[src/rtl/cache_controller.sv]
// Set-associative cache controller: tag lookup, LRU update, dirty write-back, line fill and
// allocation against an external tag memory and a line-granular backing memory.
module cache_controller #(
  parameter int unsigned TAG_WIDTH    = 8,
  parameter int unsigned INDEX_WIDTH  = 4,
  parameter int unsigned OFFSET_WIDTH = 4,
  parameter int unsigned CHAN_WIDTH   = 3
) (
  input  logic                                    clk,
  input  logic                                    rst_n,
  input  logic                                    cpu_req,
  input  logic                                    cpu_we,
  input  logic [TAG_WIDTH+INDEX_WIDTH+OFFSET_WIDTH-1:0] cpu_addr,
  output logic                                    cpu_ack,
  output logic                                    cpu_busy,
  output logic [TAG_WIDTH-1:0]                    tm_tag,
  output logic [INDEX_WIDTH-1:0]                  tm_index,
  output logic                                    tm_wr,
  output logic                                    tm_mod,
  output logic                                    tm_age,
  input  logic                                    tm_hit,
  input  logic [CHAN_WIDTH-1:0]                   tm_chan,
  input  logic [CHAN_WIDTH-1:0]                   tm_age_chan,
  input  logic [TAG_WIDTH-1:0]                    tm_age_tag,
  input  logic                                    tm_age_mod,
  output logic [CHAN_WIDTH-1:0]                   line_chan,
  output logic                                    mem_req,
  output logic                                    mem_we,
  output logic [TAG_WIDTH+INDEX_WIDTH-1:0]        mem_addr,
  input  logic                                    mem_ack,
  output logic [15:0]                             hit_cnt,
  output logic [15:0]                             miss_cnt,
  output logic                                    err
);

  localparam int unsigned AddrWidth = TAG_WIDTH + INDEX_WIDTH + OFFSET_WIDTH;

  localparam logic [2:0] StIdle   = 3'd0;
  localparam logic [2:0] StLookup = 3'd1;
  localparam logic [2:0] StHitUpd = 3'd2;
  localparam logic [2:0] StWb     = 3'd3;
  localparam logic [2:0] StFill   = 3'd4;
  localparam logic [2:0] StAlloc  = 3'd5;
  localparam logic [2:0] StDone   = 3'd6;

  logic [2:0]             state_q, state_d;
  logic [TAG_WIDTH-1:0]   tag_q, tag_d;
  logic [INDEX_WIDTH-1:0] index_q, index_d;
  logic                   we_q, we_d;
  logic                   first_q, first_d;
  logic [TAG_WIDTH-1:0]   victim_tag_q, victim_tag_d;
  logic [CHAN_WIDTH-1:0]  line_chan_q, line_chan_d;
  logic [15:0]            hit_cnt_q, hit_cnt_d;
  logic [15:0]            miss_cnt_q, miss_cnt_d;
  logic                   err_q, err_d;

  // The byte offset never reaches the controller's datapath.
  logic unused_offset;
  assign unused_offset = ^cpu_addr[OFFSET_WIDTH-1:0];

  always_comb begin
    state_d      = state_q;
    tag_d        = tag_q;
    index_d      = index_q;
    we_d         = we_q;
    first_d      = first_q;
    victim_tag_d = victim_tag_q;
    line_chan_d  = line_chan_q;
    hit_cnt_d    = hit_cnt_q;
    miss_cnt_d   = miss_cnt_q;
    err_d        = err_q;
    unique case (state_q)
      StIdle: begin
        if (cpu_req) begin
          tag_d   = cpu_addr[AddrWidth-1 -: TAG_WIDTH];
          index_d = cpu_addr[OFFSET_WIDTH +: INDEX_WIDTH];
          we_d    = cpu_we;
          first_d = 1'b1;
          state_d = StLookup;
        end
      end
      StLookup: begin
        first_d = 1'b0;
        if (tm_hit) begin
          line_chan_d = tm_chan;
          state_d     = StHitUpd;
          if (first_q && hit_cnt_q != 16'hFFFF) hit_cnt_d = hit_cnt_q + 16'd1;
        end else if (!first_q) begin
          // The line was just allocated, so a miss here means the tag memory misbehaved.
          err_d   = 1'b1;
          state_d = StDone;
        end else begin
          line_chan_d = tm_age_chan;
          if (miss_cnt_q != 16'hFFFF) miss_cnt_d = miss_cnt_q + 16'd1;
          if (tm_age_mod) begin
            victim_tag_d = tm_age_tag;
            state_d      = StWb;
          end else begin
            state_d = StFill;
          end
        end
      end
      StHitUpd: state_d = StDone;
      StWb:     if (mem_ack) state_d = StFill;
      StFill:   if (mem_ack) state_d = StAlloc;
      StAlloc:  state_d = StLookup;
      StDone:   state_d = StIdle;
      default:  state_d = StIdle;
    endcase
  end

  always_ff @(posedge clk) begin
    if (!rst_n) begin
      state_q      <= StIdle;
      tag_q        <= '0;
      index_q      <= '0;
      we_q         <= 1'b0;
      first_q      <= 1'b0;
      victim_tag_q <= '0;
      line_chan_q  <= '0;
      hit_cnt_q    <= '0;
      miss_cnt_q   <= '0;
      err_q        <= 1'b0;
    end else begin
      state_q      <= state_d;
      tag_q        <= tag_d;
      index_q      <= index_d;
      we_q         <= we_d;
      first_q      <= first_d;
      victim_tag_q <= victim_tag_d;
      line_chan_q  <= line_chan_d;
      hit_cnt_q    <= hit_cnt_d;
      miss_cnt_q   <= miss_cnt_d;
      err_q        <= err_d;
    end
  end

  always_comb begin
    cpu_busy  = (state_q != StIdle);
    cpu_ack   = (state_q == StDone);
    tm_age    = (state_q == StHitUpd);
    tm_mod    = (state_q == StHitUpd) && we_q;
    tm_wr     = ((state_q == StHitUpd) && we_q) || (state_q == StAlloc);
    mem_req   = (state_q == StWb) || (state_q == StFill);
    mem_we    = (state_q == StWb);
    mem_addr  = '0;
    if (state_q == StWb)   mem_addr = {victim_tag_q, index_q};
    if (state_q == StFill) mem_addr = {tag_q, index_q};
    tm_tag    = tag_q;
    tm_index  = index_q;
    line_chan = line_chan_q;
    hit_cnt   = hit_cnt_q;
    miss_cnt  = miss_cnt_q;
    err       = err_q;
  end

endmodule

[config.mk]
export PLATFORM = sky130hd
export DESIGN_NAME = cache_controller
export DESIGN_NICKNAME = d
export VERILOG_FILES = /design/src/rtl/cache_controller.sv
export SDC_FILE = /design/constraint.sdc
export NUM_CORES = 1
export LEC_CHECK = 0
export CORE_MARGIN = 2
export CORE_UTILIZATION = 49
export DETAILED_ROUTE_END_ITERATION = 6
export PLACE_DENSITY = 0.86
export REMOVE_ABC_BUFFERS = 1
export SLEW_MARGIN = 20
export SYNTH_ARGS = -nofsm -noshare
export SYNTH_HDL_FRONTEND = slang
export SYNTH_SLANG_ARGS = --single-unit
[constraint.sdc]
create_clock -name clk -period 5.3 [get_ports clk]
set_clock_uncertainty 0.05 [all_clocks]
set_input_delay 1.06 -clock clk [delete_from_list [all_inputs] [get_ports clk]]
set_output_delay 1.06 -clock clk [all_outputs]
set_load 0.05 [all_outputs]
==> summary.txt <==
Worst VDD drop - 0.236 mV
relative slew slack - 0.451
diodes inserted - 0
critical path required time - 4190 ps
largest family of logic cells by synthesized area - simple AND/OR/NAND/NOR gates
final WL - 8.18 mm
Post-DRT Antenna Nets - 0
CP arrival - 2940 ps
CP max stage delay - 820 ps
worst-margin pin slew - 821 ps
crit-path max FO - 12
largest net degree at the start of global routing - 26
first-pass GRT wire length - 13.4 mm
Setup CP Type - register to output port
# resized after CTS - 0
PnR worst setup slack - 1250 ps
Synth Area in Adders - 0.00839
vias in the first global route - 3004
Initial Util - 0.507
Util after Layout - 0.708
Power Density - 276 nW/um^2
drt wl/cell - 15.6 microns
Multi-input gate area - 1640 sq um
Critical Path End Type - output port
Synth Cell Area - 2980 sq um
final setup fails - 0
final slew viol count - 0
Syn Area/Cell - 8.47 sq um
simple-gate area share of the yosys netlist - 0.287
IO Pins - 104
TNS Setup - 0 ps
clock root cell - clkbuf_8
Synth Area in Compound Gates - 0.192
CP max stage cell - clkdlybuf4s50_1
# DRC - 0
Tmin final - 4050 ps
GRT Util Overall - 0.259
Starting DRT DRC Count - 96
Seq/Total Area, Yosys - 0.409
Area contributors post-synth - dfxtp_1 (41%), a21oi_1 (6.2%), nand2_1 (6.2%)
clock buffer depth - 2
# port buffers - 99
TritonCTS clock tree - built
xor/xnor cell area share of the yosys netlist - 0
post-synth top area share - 0.409
Placer Congestion - 0.801
distinct cell type count after synthesis - 47
Hold-fix buffers, CTS - 0
Via density - 5.74
Synth Flop Type - dfxtp_1
Net count, final - 485
unrepaired setup endpoints after global routing - no
initial antenna violation count - 0
row cnt - 28
Pleak - 1.47 nW
number of CTS-inserted buffers - 9
fin crit share - 0.765
startpoint types - register
WL met1 - 3.44 mm
Die Ht - 82.0 microns
Die Wd - 82.0 microns
mux cell area share after synthesis - 0.0604
Worst path most repeated cell - nor2_1
Max-Cap Viols - 0
Die ar. - 6730 sq um
area leader, netlist - dfxtp_1
CTS Sinks - 61
register area - 1220 sq um
met2 WL - 3.96 mm
top routing layer used - met4
Synth async-reset ratio - 0
Syn. warnings - 0
FMAX - 0.247 GHz
Post-synth EDFFs - 0
post-DP HPWL - 5.85 mm
CP cell instances - inv_1 > nor2_1 > nor2_1 > nor2b_1 > clkdlybuf4s50_1
worst skew pair latency - 330 ps
Final Hold Viols - 0
post-place setup slack - 1620 ps
HP Class - register to register
post-synthesis cell count - 352
DR WL met3 - 697 microns
Post-Layout Cell Count - 525
area grow syn2layout - 39.8%
share of cells above drive strength 1 - 0.0511
Core Region - 5890 sq um
# H-tree levels - 3
DR vias - 3014
DP Cell Count - 510
status - completed
fillcell total - 464
Final Hold Slack - 407 ps
Overflow after GRT - 0
Clock transition at path regs - 70 ps
drt pass-1 iters - 4
postcts setup bufs - 0
Synth Register Bits - 61
-- worst max-delay path: cells and delay by family (launching register included) --
kind,cells,cell delay (ps)
and+or+nand+nor,3,1090
DFF,1,530
buffers and inverters,2,990
-- registers in the layout, indices dropped and copies added, names as in the netlist --
register and cells:
err 1, first_q 1, hit_cnt 16, line_chan 3, miss_cnt 16, state_q 3
tm_index 4, tm_tag 8, victim_tag_q 8, we_q 1
-- per-stage QoR --
| stage | cell area (sq um) | power (mW) |
|---|---|---|
| CTS | 4160 | 1.16 |
| global placement | 4000 | 0.804 |
| finish | 4170 | 1.15 |
| floorplan | 2890 | 0.696 |
| detailed placement | 4000 | 0.811 |
| global route | 4170 | 1.21 |
-- where the power goes --
part / leakage (nW) / internal, mW / switching [mW]
registers: 0.494 / 0.483 / 0.0279
clock network: 0.0833 / 0.179 / 0.172
logic: 0.897 / 0.103 / 0.187
-- layout by cell type, fill, tap and decap left out, drive strengths merged, types with 7 or more instances in the layout --
master and n:
clkbuf 13, a21oi 37, clkdlybuf4s50 99, and3 7, dfxtp 61, a22o 8
o31ai 17, mux2i 18, inv 10, nor2 24, or4 14, nand4 9
nand3 8, nand2b 9, nand2 49
-- path summary, 6_finish.rpt --
kind / from / to / slack, ps / depth (start not counted)
max reg2reg: state_q[0] / miss_cnt[3] / 2990 / 4
max: state_q[0] / mem_addr[0] / 1250 / 5
min: we_q / we_q / 410 / 2
min reg2reg: we_q / we_q / 410 / 2
-- cell families (layout without fill, tap and decap cells) --
family,after synthesis,after routing
buf+inv,29,127
mux,18,18
flops,61,61
fa+ha+maj,2,2
compound gates,88,88
simple gates,154,154
-- cell usage after synthesis (7+ instances only) --
cell,count
and3_1,7
o31ai_1,17
nor2_1,24
nand2b_1,9
inv_1,10
dfxtp_1,61
nand2_1,49
a21oi_1,37
or4_1,14
a22o_1,8
clkbuf_1,12
nand4_1,7
nand3_1,7
mux2i_1,18
-- routing by layer --
| metal | vias to the layer above | global-route usage |
|---|---|---|
| li1 | 1486 | - |
| met1 | 1419 | 0.281 |
| met2 | 101 | 0.434 |
| met3 | 8 | 0.122 |
| met4 | 0 | 0.107 |
| met5 | - | 0 |
-- layout make-up --
type,count,area share
inverter,10,0.00900
multi-input combinational,262,0.394
clock inverter,2,0.00240
clock buffer,13,0.0357
timing repair buffer,102,0.243
sequential,61,0.293
tap,75,0.0225
No activity file was read; power rests on OpenSTA's default activity.
